<file path="src/rtl/seg_scan_ctrl_pkg.sv">
// Shared constants and types for the seven-segment scan controller:
// the active-low hex glyph table, the blank pattern and the scan FSM states.
package seg_pkg;

    // Index = hex value, bits [6:0] = g..a, 0 = segment lit.
    localparam logic [6:0] SEG_TABLE [16] = '{
        7'h40, 7'h79, 7'h24, 7'h30,
        7'h19, 7'h12, 7'h02, 7'h78,
        7'h00, 7'h10, 7'h08, 7'h03,
        7'h46, 7'h21, 7'h06, 7'h0E
    };

    localparam logic [7:0] SEG_BLANK = 8'hFF;
    localparam logic [6:0] SEG_OFF7  = 7'h7F;

    typedef enum logic {
        BLANK = 1'b0,
        SHOW  = 1'b1
    } scan_state_t;

endpackage

</file>
<file path="src/rtl/seg_scan_ctrl_if.sv">
// Host write port plus multiplexed display outputs of the scan controller.
// The host side uses the master modport; the controller uses slave.
interface seg_scan_ctrl_if #(
    parameter int NDIG = 8
);
    localparam int AW = $clog2(NDIG);

    logic            wr_en;
    logic [AW-1:0]   wr_addr;
    logic [3:0]      wr_data;
    logic [NDIG-1:0] dp_mask;
    logic            lz_en;
    logic [7:0]      seg;
    logic [NDIG-1:0] an;
    logic [AW-1:0]   scan_idx;
    logic            frame_done;

    modport master (
        output wr_en, wr_addr, wr_data, dp_mask, lz_en,
        input  seg, an, scan_idx, frame_done
    );

    modport slave (
        input  wr_en, wr_addr, wr_data, dp_mask, lz_en,
        output seg, an, scan_idx, frame_done
    );

endinterface

</file>
<file path="src/rtl/seg_scan_ctrl_decode.sv">
// Hex-to-seven-segment decoder, active-low, shared by every digit slot.
module seg_decode
    import seg_pkg::*;
(
    input  logic [3:0] value,
    output logic [6:0] pattern
);

    assign pattern = SEG_TABLE[value];

endmodule

</file>
<file path="src/rtl/seg_scan_ctrl.sv">
// Time-multiplexed seven-segment controller: host-written digit registers,
// BLANK/SHOW scan FSM with per-slot latching and leading-zero suppression.
module seg_scan_ctrl
    import seg_pkg::*;
#(
    parameter int NDIG = 8,
    parameter int DIV  = 1000,
    parameter int GAP  = 16
) (
    input logic            clk,
    input logic            rst,
    seg_scan_ctrl_if.slave bus
);

    localparam int AW   = $clog2(NDIG);
    localparam int CMAX = (DIV > GAP) ? DIV : GAP;
    localparam int CW   = (CMAX > 1) ? $clog2(CMAX) : 1;

    scan_state_t     state, state_nx;
    logic [CW-1:0]   cnt, cnt_nx;
    logic [AW-1:0]   idx, idx_nx;
    logic [NDIG-1:0] an_q, an_nx;
    logic [7:0]      seg_q, seg_nx;
    logic            fd_q, fd_nx;
    logic [3:0]      regs [NDIG];
    logic [6:0]      pattern;
    logic            nonzero_above;
    logic            suppress;
    logic            wr_hit;

    assign wr_hit = bus.wr_en && ({1'b0, bus.wr_addr} < (AW+1)'(NDIG));

    // Register file; reads at the latch edge see the value before any same-edge write.
    always_ff @(posedge clk) begin
        if (rst) begin
            for (int i = 0; i < NDIG; i++) begin
                regs[i] <= 4'd0;
            end
        end else if (wr_hit) begin
            regs[bus.wr_addr] <= bus.wr_data;
        end
    end

    seg_decode u_decode (
        .value   (regs[idx]),
        .pattern (pattern)
    );

    // Digit idx is blank-worthy only if it and every higher digit hold zero.
    always_comb begin
        nonzero_above = 1'b0;
        for (int j = 0; j < NDIG; j++) begin
            if (j >= int'(idx) && regs[j] != 4'd0) begin
                nonzero_above = 1'b1;
            end
        end
        suppress = bus.lz_en && (idx != '0) && !nonzero_above;
    end

    always_ff @(posedge clk) begin
        if (rst) begin
            state <= BLANK;
            cnt   <= '0;
            idx   <= '0;
            an_q  <= '1;
            seg_q <= SEG_BLANK;
            fd_q  <= 1'b0;
        end else begin
            state <= state_nx;
            cnt   <= cnt_nx;
            idx   <= idx_nx;
            an_q  <= an_nx;
            seg_q <= seg_nx;
            fd_q  <= fd_nx;
        end
    end

    // Outputs are computed here as next values so they change with the state.
    always_comb begin
        state_nx = state;
        cnt_nx   = cnt + 1'b1;
        idx_nx   = idx;
        an_nx    = an_q;
        seg_nx   = seg_q;
        fd_nx    = 1'b0;
        case (state)
            BLANK: begin
                if (cnt == CW'(GAP - 1)) begin
                    state_nx = SHOW;
                    cnt_nx   = '0;
                    an_nx    = ~(NDIG'(1) << idx);
                    seg_nx   = {~bus.dp_mask[idx], (suppress ? SEG_OFF7 : pattern)};
                end
            end
            SHOW: begin
                if (cnt == CW'(DIV - 1)) begin
                    state_nx = BLANK;
                    cnt_nx   = '0;
                    an_nx    = '1;
                    seg_nx   = SEG_BLANK;
                    if (idx == AW'(NDIG - 1)) begin
                        idx_nx = '0;
                        fd_nx  = 1'b1;
                    end else begin
                        idx_nx = idx + 1'b1;
                    end
                end
            end
            default: begin
                state_nx = BLANK;
                cnt_nx   = '0;
            end
        endcase
    end

    assign bus.seg        = seg_q;
    assign bus.an         = an_q;
    assign bus.scan_idx   = idx;
    assign bus.frame_done = fd_q;

endmodule
</file>
<file path="src/flat_wrapper.sv">
// flat-port wrapper written by rule: the top's interface ports become plain ports
module seg_scan_ctrl_flat import seg_pkg::*;
#(
    parameter int NDIG = 8,
    parameter int DIV  = 1000,
    parameter int GAP  = 16
)
  (clk, rst, bus_wr_en, bus_wr_addr, bus_wr_data, bus_dp_mask, bus_lz_en, bus_seg, bus_an, bus_scan_idx, bus_frame_done);
  seg_scan_ctrl_if #(.NDIG(NDIG)) bus_i ();
  input logic clk;
  input logic rst;
  input wire logic [$bits(bus_i.wr_en)-1:0] bus_wr_en;
  input wire logic [$bits(bus_i.wr_addr)-1:0] bus_wr_addr;
  input wire logic [$bits(bus_i.wr_data)-1:0] bus_wr_data;
  input wire logic [$bits(bus_i.dp_mask)-1:0] bus_dp_mask;
  input wire logic [$bits(bus_i.lz_en)-1:0] bus_lz_en;
  output wire logic [$bits(bus_i.seg)-1:0] bus_seg;
  output wire logic [$bits(bus_i.an)-1:0] bus_an;
  output wire logic [$bits(bus_i.scan_idx)-1:0] bus_scan_idx;
  output wire logic [$bits(bus_i.frame_done)-1:0] bus_frame_done;
  assign bus_i.wr_en = bus_wr_en;
  assign bus_i.wr_addr = bus_wr_addr;
  assign bus_i.wr_data = bus_wr_data;
  assign bus_i.dp_mask = bus_dp_mask;
  assign bus_i.lz_en = bus_lz_en;
  assign bus_seg = bus_i.seg;
  assign bus_an = bus_i.an;
  assign bus_scan_idx = bus_i.scan_idx;
  assign bus_frame_done = bus_i.frame_done;
  seg_scan_ctrl #(.NDIG(NDIG), .DIV(DIV), .GAP(GAP)) u_core (.clk(clk), .rst(rst), .bus(bus_i));
endmodule
</file>
<file path="config.mk">
export PLATFORM = sky130hd
export DESIGN_NAME = seg_scan_ctrl_flat
export DESIGN_NICKNAME = d
export VERILOG_FILES = /design/src/rtl/seg_scan_ctrl_pkg.sv /design/src/rtl/seg_scan_ctrl_if.sv /design/src/rtl/seg_scan_ctrl_decode.sv /design/src/rtl/seg_scan_ctrl.sv /design/src/flat_wrapper.sv
export SDC_FILE = /design/constraint.sdc
export NUM_CORES = 1
export LEC_CHECK = 0
export ABC_CLOCK_PERIOD_IN_PS = 3500
export BUFFER_PORTS_ARGS = -buffer_cell sky130_fd_sc_hd__buf_2
export CAP_MARGIN = 20
export CORE_UTILIZATION = 30
export DETAILED_ROUTE_END_ITERATION = 16
export MAX_ROUTING_LAYER = met4
export PLACE_DENSITY_LB_ADDON = 0.2
export SLEW_MARGIN = 20
export SYNTH_ARGS = -nofsm -noshare
export SYNTH_HDL_FRONTEND = slang
export SYNTH_SLANG_ARGS = --single-unit
</file>
<file path="constraint.sdc">
create_clock -name clk -period 3.5 [get_ports clk]
set_clock_uncertainty 0.2 [all_clocks]
set_input_delay 0.35 -clock clk [delete_from_list [all_inputs] [get_ports clk]]
set_output_delay 0.35 -clock clk [all_outputs]
set_load 0.02 [all_outputs]
</file>
==> results of run 1 <==
## power breakdown
| group | switching [uW] | internal (uW) | leakage, uW | total [uW] |
|---|---|---|---|---|
| clock network | 278 | 370 | 0.000101 | 648 |
| logic | 57.1 | 47.0 | 0.000769 | 104 |
| registers | 17.4 | 836 | 0.000582 | 853 |
| total | 353 | 1250 | 0.00145 | 1610 |
## cells in the mapped netlist (3+ instances only)
| master | number | area [um2] |
|---|---|---|
| nor2_1 | 38 | 142.6 |
| dfxtp_1 | 34 | 680.7 |
| and2_1 | 32 | 200.2 |
| edfxtp_1 | 32 | 960.9 |
| a21oi_1 | 17 | 85.08 |
| ha_1 | 13 | 162.7 |
| nor3_1 | 10 | 50.05 |
| inv_1 | 9 | 33.78 |
| mux2i_1 | 9 | 90.09 |
| and3_1 | 8 | 50.05 |
| nand2_1 | 8 | 30.03 |
| nor4_1 | 8 | 50.05 |
| or2_2 | 8 | 50.05 |
| mux4_2 | 6 | 135.1 |
| nand3_1 | 6 | 30.03 |
| xnor2_1 | 6 | 52.55 |
| mux4_1 | 4 | 105.1 |
| a31oi_1 | 3 | 18.77 |
| buf_6 | 3 | 33.78 |
| clkbuf_1 | 3 | 11.26 |
| o21ai_0 | 3 | 15.01 |
| o21bai_1 | 3 | 22.52 |
| xor2_1 | 3 | 26.28 |
## worst paths after layout
path                  start                 to  slack, ns  depth (start not counted)
max                    flop  u_core.bus.seg[3]       0.73                          7
min          bus_wr_data[2]  u_core.regs[3][2]       0.21                          2
max reg2reg            flop  u_core.bus.seg[3]       0.73                          7
min reg2reg   u_core.cnt[0]      u_core.cnt[0]       0.25                          1
## state kept, by name, summed over array words and instances, names as in the netlist, named ones only
register,count
u_core.regs,32
u_core.cnt,10
u_core.bus.an,8
u_core.bus.seg,8
u_core.bus.scan_idx,3
u_core.bus.frame_done,1
u_core.state,1
## logic make-up (layout without fill, tap and decap cells)
group	count (synthesis)	in the layout	share of synthesized area, %
AO/OA/AOI/OAI	34	34	6.437
flip-flops	66	66	49.68
multiplexers	22	22	11.47
buffers and inverters	18	66	3.370
adder cells (fa/ha/maj)	13	13	4.922
AND/OR/NAND/NOR	133	133	21.73
XOR/XNOR	9	9	2.386
## cell type report
type                            instances  area, um2
Clock inverter                          2      36.28
Sequential cell                        66       1642
Tap cell                              136      170.2
Inverter                                9      33.78
Fill cell                            1041       6700
Clock buffer                           14      162.7
Timing Repair Buffer                   41      212.7
Multi-Input combinational cell        211       1551
## placed cells by master, fill, tap and decap left out, drive strengths merged, types with 3 or more instances in the layout
cell type and n:
nor3 10, mux2i 10, nand2 8, nor4 8
a31oi 3, edfxtp 32, and3 8, dfxtp 34
a21oi 18, xor2 3, xnor2 6, nand3 6
ha 13, mux4 10, o21ai 3, inv 10
nor2 38, buf 41, o21bai 3, or2 8
clkbuf 14, and2 32
## stage by stage
step	utilization, %	setup slack, ns	instance area (um2)	hold WS [ns]
4_1_cts	36.24	0.6973	3809	0.2041
5_1_grt	36.24	0.5052	3809	0.2159
6_report	36.24	0.7276	3809	0.2076
2_1_floorplan	-	1.005	3304	0.2132
3_5_place_dp	34.35	0.7140	3610	0.2362
3_3_place_gp	34.35	0.7980	3610	0.2247
## routing by layer
metal / vias up / part of all wire, % / GRT usage (%)
met5: - / 0 / -
met4: 0 / 1.4 / 4.990
met3: 10 / 4.1 / 3.830
met2: 47 / 46 / 21.89
met1: 1073 / 48 / 16.75
li1: 1151 / - / -
==> impl_summary.log, run 1 <==
[metrics] Top-Level Pins: 39
[metrics] total leakage power: 0.001452 uW
[metrics] proportion of layout cells with a drive suffix above 1: 21.57%
[metrics] initial detailed-routing violation count: around 80
[metrics] Max-Slew Margin vs Limit: 63.42%
[metrics] deepest clock path buffer count: 2
[metrics] post-synthesis sequential element count: 66
[metrics] first-pass iteration count of the detailed router: 4
[metrics] cell with the largest stage delay on the worst path: mux4_1
[metrics] number of setup buffers added after CTS: 0
[metrics] Clock Sinks: 66
[metrics] final layout net count: 370
[metrics] Routed WL per cell: approximately 15 um
[metrics] upper clock frequency limit: 360.7 MHz
[metrics] maximum number of pins on one net before global-route repair: 25
[metrics] area enclosed by the die boundary: 11440 um2
[metrics] estimated wirelength of the detail-placed design: 5214 um
[metrics] final global-route overflow total: 0
[metrics] cell breakdown of the critical path: mux4_1 > mux2i_1 > inv_1 > ha_1 > mux2_2 > mux2i_1 > a21oi_1
[metrics] clock latency on the worst-skew pair: between 0.3 and 0.4 ns
[metrics] antenna cell count: 0
[metrics] outcome: completed
[metrics] core area: 10510 um2
[metrics] maxcap violations: 0
[metrics] setup repair after global routing missed its margin: no
[metrics] routed vias: 2281
[metrics] number of unique standard cell types used by synthesis: 46
[metrics] floorplan row count: 37
[metrics] Least-Margin Pin Slew: around 0.53 ns
[metrics] all-layer global routing usage: 13.77%
[metrics] type of origin of the critical path: flop
[metrics] post-route minimum period: around 2.8 ns
[metrics] CTS tree: yes
[metrics] final estimated routing congestion in global placement: approximately 0.8
[metrics] Crit Path Class: flop to flop
[metrics] Mapped Nets: 327
[metrics] number of gates resized after CTS: 0
[metrics] floorplan die width: 107.0 um
[metrics] initial cell density of the core: a little under a third
[metrics] post-route ant nets: 0
[metrics] drc violations: 0
[metrics] Synth Cell Area: 3304 um2
[metrics] cell type group with the largest total delay on the critical path: multiplexers
[metrics] total instance count after detailed placement: 463
[metrics] Final Max Slew Viols: 0
[metrics] Power Dens Cells: 421.5 nW/um2
[metrics] hold crit path type: input pin to flop
[metrics] FFs w/ async S/R, synth: 0%
[metrics] root buffer cell: clkbuf_8
[metrics] Mean Syn Cell Area: between 10 and 15 um2
[metrics] top flip-flop cell by instance count after synthesis: dfxtp_1
[metrics] part of the cycle the worst path needs: between 70% and 80%
[metrics] share of the yosys chip area belonging to registers: 49.68%
[metrics] endpoint kind of the worst setup timing path: flop
[metrics] height of the chip: ~110 um
[metrics] arrival time at the worst endpoint: 2.80 ns
[metrics] detailed-route vias per instance: 4.762
[metrics] worst-case vdd ir drop: 0.1770 mV
[metrics] hold buffer count at CTS: 0
[metrics] number of CTS-inserted buffers: 9
[metrics] antenna violations before repair: 0
[metrics] total negative slack for setup checks: 0 ns
[metrics] input/output buffers: 38
[metrics] register clock-pin slew on the reported worst setup and hold paths: 0.07 ns
[metrics] cell with the most instances on the worst path: mux2i_1
[metrics] via count of the first global-routing pass: ~2300
[metrics] Yosys warning total: 0
[metrics] Setup-failing EPs final: 0
[metrics] Layout Area Growth over Synthesis: 15.26%
[metrics] final WL: about 7000 um
[metrics] post-layout power: 1606 uW
[metrics] largest fanout of any net on the critical path: 7
[metrics] CP Data Required Time: 3.53 ns
[metrics] global-route wire length before repair: 11640 um
[metrics] post-route insts no fill: 479
[metrics] largest stage delay on the critical path: 0.60 ns
[metrics] H-tree levels: 3
[metrics] total buffers and inverters traversed by the critical path: 1
[metrics] gate count after technology mapping: 295
[metrics] number of synthesized flops with an enable pin: 32
[metrics] Final Hold Violating Endpoints: 0
No activity file was read; power rests on OpenSTA's default activity.
==> run 2: changes to the inputs <==
ABC_CLOCK_PERIOD_IN_PS = 2800   (was 3500)
clock period = 2.8 ns   (was 3.5 ns; I/O delays follow)
==> impl_summary.log, run 2 (synthesis gave the netlist of run 1 again) <==
[metrics] post-route ant nets: 0
[metrics] flip-flop count of the largest register, all copies and words added: 32
[metrics] detailed-route vias per instance: 4.744
[metrics] Least-Margin Pin Slew: 0.5483 ns
[metrics] arrival time at the worst endpoint: around 2.5 ns
[metrics] drc violations: 0
[metrics] all-layer global routing usage: 14.31%
[metrics] final global-route overflow total: 0
[metrics] number of setup buffers added after CTS: 0
[metrics] deepest clock path buffer count: 2
[metrics] maximum number of pins on one net before global-route repair: 24
[metrics] area enclosed by the die boundary: 11440 um2
[metrics] floorplan row count: 37
[metrics] proportion of layout cells with a drive suffix above 1: 22.41%
[metrics] clock latency on the worst-skew pair: 0.35 ns
[metrics] initial detailed-routing violation count: 94
[metrics] endpoint kind of the worst setup timing path: flop
[metrics] Routed WL per cell: 14.95 um
[metrics] hold buffer count at CTS: 0
[metrics] register clock-pin slew on the reported worst setup and hold paths: ~0.07 ns
[metrics] outcome: completed
[metrics] Setup-failing EPs final: 0
[metrics] global-route wire length before repair: 11940 um
[metrics] via count of the first global-routing pass: 2301
[metrics] type of origin of the critical path: flop
[metrics] final estimated routing congestion in global placement: 0.8456
[metrics] Final Max Slew Viols: 0
[metrics] Final Hold Violating Endpoints: 0
[metrics] antenna violations before repair: 0
[metrics] routed vias: 2296
[metrics] core area: 10510 um2
[metrics] Power Dens Cells: 532.0 nW/um2
[metrics] antenna cell count: 0
[metrics] registers with the highest flip-flop counts: u_core.regs: 32 flops, u_core.cnt: 10 flops
[metrics] part of the cycle the worst path needs: 88.41%
[metrics] final WL: 7234 um
[metrics] r2r setup slk: 0.32 ns
[metrics] Clock Sinks: 66
[metrics] Crit Path Class: flop to flop
[metrics] number of CTS-inserted buffers: 9
[metrics] post-route minimum period: 2.475 ns
[metrics] number of gates resized after CTS: 0
[metrics] setup repair after global routing missed its margin: no
[metrics] H-tree levels: 3
[metrics] hold crit path type: input pin to flop
[metrics] maxcap violations: 0
[metrics] first-pass iteration count of the detailed router: 5
[metrics] height of the chip: approximately 110 um
[metrics] commonest non-fill, non-tap cells in the layout: nor2_1 (38), buf_2 (38), dfxtp_1 (34)
[metrics] Max-Slew Margin vs Limit: roughly 62%
[metrics] initial cell density of the core: 31.44%
[metrics] total leakage power: roughly 0.0015 uW
[metrics] Layout Area Growth over Synthesis: 16.55%
[metrics] Top-Level Pins: 39
[metrics] worst-case vdd ir drop: 0.2458 mV
[metrics] largest fanout of any net on the critical path: 6
[metrics] input/output buffers: 38
[metrics] CTS tree: yes
[metrics] floorplan die width: 107.0 um
[metrics] total negative slack for setup checks: 0 ns
[metrics] estimated wirelength of the detail-placed design: about 5400 um
[metrics] worst hold slack: 0.1315 ns
[metrics] register with the most flip-flops: u_core.regs
[metrics] CP Data Required Time: 2.83 ns
[metrics] root buffer cell: clkbuf_8
[metrics] final layout net count: 375
[metrics] upper clock frequency limit: 404.0 MHz
## run 2: metal layers
layer	vias to the layer above	GRT usage, %	share of wire (%)
li1	1165	-	-
met1	1078	17.78	50
met2	48	22.07	45
met3	5	5.106	4.8
met4	0	3.816	0.86
met5	-	-	0
## run 2: final timing paths
kind,depth (start not counted),end,start
hold reg to reg,1,u_core.cnt[0],u_core.cnt[0]
hold / removal,2,u_core.regs[7][0],bus_wr_data[0]
setup reg to reg,7,u_core.bus.seg[3],flop
setup / recovery,7,u_core.bus.seg[3],flop
## run 2: area by class of cell
cell class | instances | area, um2
Timing Repair Buffer | 46 | 250.2
Sequential cell | 66 | 1642
Inverter | 9 | 33.78
Tap cell | 136 | 170.2
Clock inverter | 3 | 65.06
Fill cell | 1042 | 6658
Clock buffer | 13 | 138.9
Multi-Input combinational cell | 211 | 1551
## run 2: per-stage QoR
step           power [uW]  std cells  setup slack [ns]  cell area (um2)  utilization [%]
2_1_floorplan        1170        295            0.3049             3304                -
3_5_place_dp         1224        468            0.3473             3647            34.71
4_1_cts              2076        484            0.3256             3851            36.65
6_report             2049        484            0.3245             3851            36.65
3_3_place_gp         1224        468            0.4059             3647            34.71
5_1_grt              2134        484            0.2163             3851            36.65
## run 2: power breakdown
| group | leakage, uW | switching (uW) | internal, uW |
|---|---|---|---|
| combinational | 0.000795 | 72.0 | 61.7 |
| clock | 0.000102 | 345 | 502 |
| sequential | 0.000582 | 23.0 | 1050 |
## run 2: worst max-delay path: stages, from the launching register on
cell and delay, ns:
dfxtp_1 0.48, mux4_1 0.60, mux2i_1 0.21, inv_1 0.13, ha_1 0.23, mux2_2 0.26, mux2i_1 0.17, a21oi_1 0.08
==> run 3: changes to the inputs <==
ABC_CLOCK_PERIOD_IN_PS = 2100   (was 2800)
clock period = 2.1 ns   (was 2.8 ns; I/O delays follow)
==> impl_summary.log, run 3 (synthesis gave the netlist of run 1 again) <==
[metrics] outcome: complete, but fails checks
[metrics] violations in the final reports: negative setup slack
[metrics] Power Dens Cells: around 680 nW/um2
[metrics] largest fanout of any net on the critical path: 7
[metrics] part of the cycle the worst path needs: 103.6%
[metrics] all-layer global routing usage: 14.70%
[metrics] final worst slack: -0.07567 ns
[metrics] floorplan die width: 107.0 um
[metrics] post-route minimum period: ~2.2 ns
[metrics] Top-Level Pins: 39
[metrics] initial cell density of the core: 31.44%
[metrics] estimated wirelength of the detail-placed design: 5628 um
[metrics] register with the most flip-flops: u_core.regs
[metrics] final estimated routing congestion in global placement: about 0.9
[metrics] root buffer cell: clkbuf_8
[metrics] via count of the first global-routing pass: 2485
[metrics] number of CTS-inserted buffers: 9
[metrics] height of the chip: 107.0 um
[metrics] Final Hold Violating Endpoints: 0
[metrics] r2r setup slk: -0.08 ns
[metrics] endpoint kind of the worst setup timing path: flop
[metrics] Hold Path Stages: 2
[metrics] worst-case vdd ir drop: between 0.2 and 0.3 mV
[metrics] clock latency on the worst-skew pair: between 0.3 and 0.4 ns
[metrics] initial detailed-routing violation count: 81
[metrics] maxcap violations: 0
[metrics] cell with the largest stage delay on the worst path: mux4_2
[metrics] reg-to-reg endpoint: u_core.bus.seg[1]
[metrics] CTS tree: yes
[metrics] total leakage power: 0.001593 uW
[metrics] maximum number of pins on one net before global-route repair: 23
[metrics] floorplan row count: 37
[metrics] Routed WL per cell: 14.72 um
[metrics] Clock Sinks: 66
[metrics] cell breakdown of the critical path: mux4_2 > mux2i_4 > buf_4 > ha_1 > a22oi_1 > a21oi_1
[metrics] post-route ant nets: 0
[metrics] footprint of the multi-input gates: 1637 um2
[metrics] core area: 10510 um2
[metrics] total buffers and inverters traversed by the critical path: 1
[metrics] sink of the worst hold path: u_core.regs[6][3]
[metrics] final layout net count: about 400
[metrics] upper clock frequency limit: 459.6 MHz
[metrics] Final Max Slew Viols: 0
[metrics] proportion of layout cells with a drive suffix above 1: 32.79%
[metrics] final global-route overflow total: 0
[metrics] Crit Path Class: flop to flop
[metrics] registers with the highest flip-flop counts: u_core.regs: 32 flops, u_core.cnt: 10 flops
[metrics] cell type group with the largest total delay on the critical path: multiplexers
[metrics] final WL: around 7400 um
[metrics] arrival time at the worst endpoint: between 2 and 2.5 ns
[metrics] antenna violations before repair: 0
[metrics] type of origin of the critical path: flop
[metrics] H-tree levels: 3
[metrics] register clock-pin slew on the reported worst setup and hold paths: ~0.080 ns
[metrics] setup repair after global routing missed its margin: yes
[metrics] total negative slack for setup checks: -0.2024 ns
[metrics] Max-Slew Margin vs Limit: 69.59%
[metrics] largest stage delay on the critical path: about 0.54 ns
[metrics] Layout Area Growth over Synthesis: 25.10%
[metrics] Fillers: 1041
[metrics] number of cells traversed by the worst register-to-register path: 6
[metrics] launch instance of the worst min-delay path: bus_wr_data[3]
[metrics] commonest non-fill, non-tap cells in the layout: nor2_1 (38), buf_2 (38), and2_1 (32), edfxtp_1 (32), dfxtp_1 (31)
[metrics] detailed-route vias per instance: 4.826
[metrics] area enclosed by the die boundary: approximately 11000 um2
[metrics] Setup-failing EPs final: 4
[metrics] deepest clock path buffer count: 2
[metrics] drc violations: 0
[metrics] first-pass iteration count of the detailed router: 4
[metrics] flip-flop count of the largest register, all copies and words added: 32
[metrics] post-layout power: 2826 uW
[metrics] routed vias: 2437
[metrics] input/output buffers: 38
[metrics] antenna cell count: 0
[metrics] CP Data Required Time: about 2.1 ns
[metrics] global-route wire length before repair: 12240 um
[metrics] hold crit path type: input pin to flop
[metrics] register area: 1648 um2
[metrics] Least-Margin Pin Slew: between 0.4 and 0.5 ns
-- run 3: worst register-to-register path, delay by kind of cell (launching register included) --
| kind | cells | cell delay (ns) |
|---|---|---|
| compound gates | 2 | 0.30 |
| fa+ha+maj | 1 | 0.25 |
| buf+inv | 1 | 0.17 |
| flops | 1 | 0.41 |
| mux | 2 | 0.71 |
-- run 3: power by group --
| group | switching [uW] | leakage (uW) | internal (uW) |
|---|---|---|---|
| combinational | 108 | 0.000904 | 104 |
| clock | 527 | 0.000105 | 666 |
| sequential | 30.6 | 0.000584 | 1390 |
-- run 3: how the worst max path moves through the flow --
stage	startpoint	endpoint	slack, ns	cells after the start
floorplan	flop	u_core.bus.seg[3]	-0.13	8
global placement	flop	u_core.bus.seg[2]	-0.13	7
detailed placement	flop	u_core.bus.seg[3]	-0.19	8
CTS	flop	u_core.bus.seg[3]	-0.09	7
global route	flop	u_core.bus.seg[3]	-0.19	7
finish	flop	u_core.bus.seg[1]	-0.08	6
-- run 3: stage by stage --
stage | std cells | setup WS (ns) | utilization [%] | hold slack, ns | area, um2
6_report | 505 | -0.07567 | 39.34 | 0.05788 | 4134
5_1_grt | 505 | -0.1931 | 39.34 | 0.07133 | 4134
4_1_cts | 504 | -0.09173 | 38.99 | 0.06151 | 4098
3_5_place_dp | 488 | -0.1886 | 36.56 | 0.2363 | 3842
3_3_place_gp | 488 | -0.1288 | 36.56 | 0.2294 | 3842
2_1_floorplan | 295 | -0.1252 | - | 0.1923 | 3337
-- run 3: area by class of cell --
type	instances	area share [%]
Clock buffer	9	2.996
Timing Repair Buffer	67	10.35
Multi-Input combinational cell	211	39.59
Clock inverter	7	2.270
Inverter	9	0.8172
Tap cell	136	4.116
Sequential cell	66	39.86
-- run 3: repair_timing --
item,in CTS,in global routing
hold buffers,0,0
setup buffers,0,1
pin swaps,2,2
hold endpoints to repair,0,0
endpoints found under the setup margin,7,22
resized for setup,6,6
-- run 3: routing by layer --
layer	wire length (um)	global-route usage [%]	vias to the layer above
met5	0	-	-
met4	79	6.262	0
met3	320	3.647	8
met2	3616	24.79	58
met1	3419	16.59	1165
li1	-	-	1206
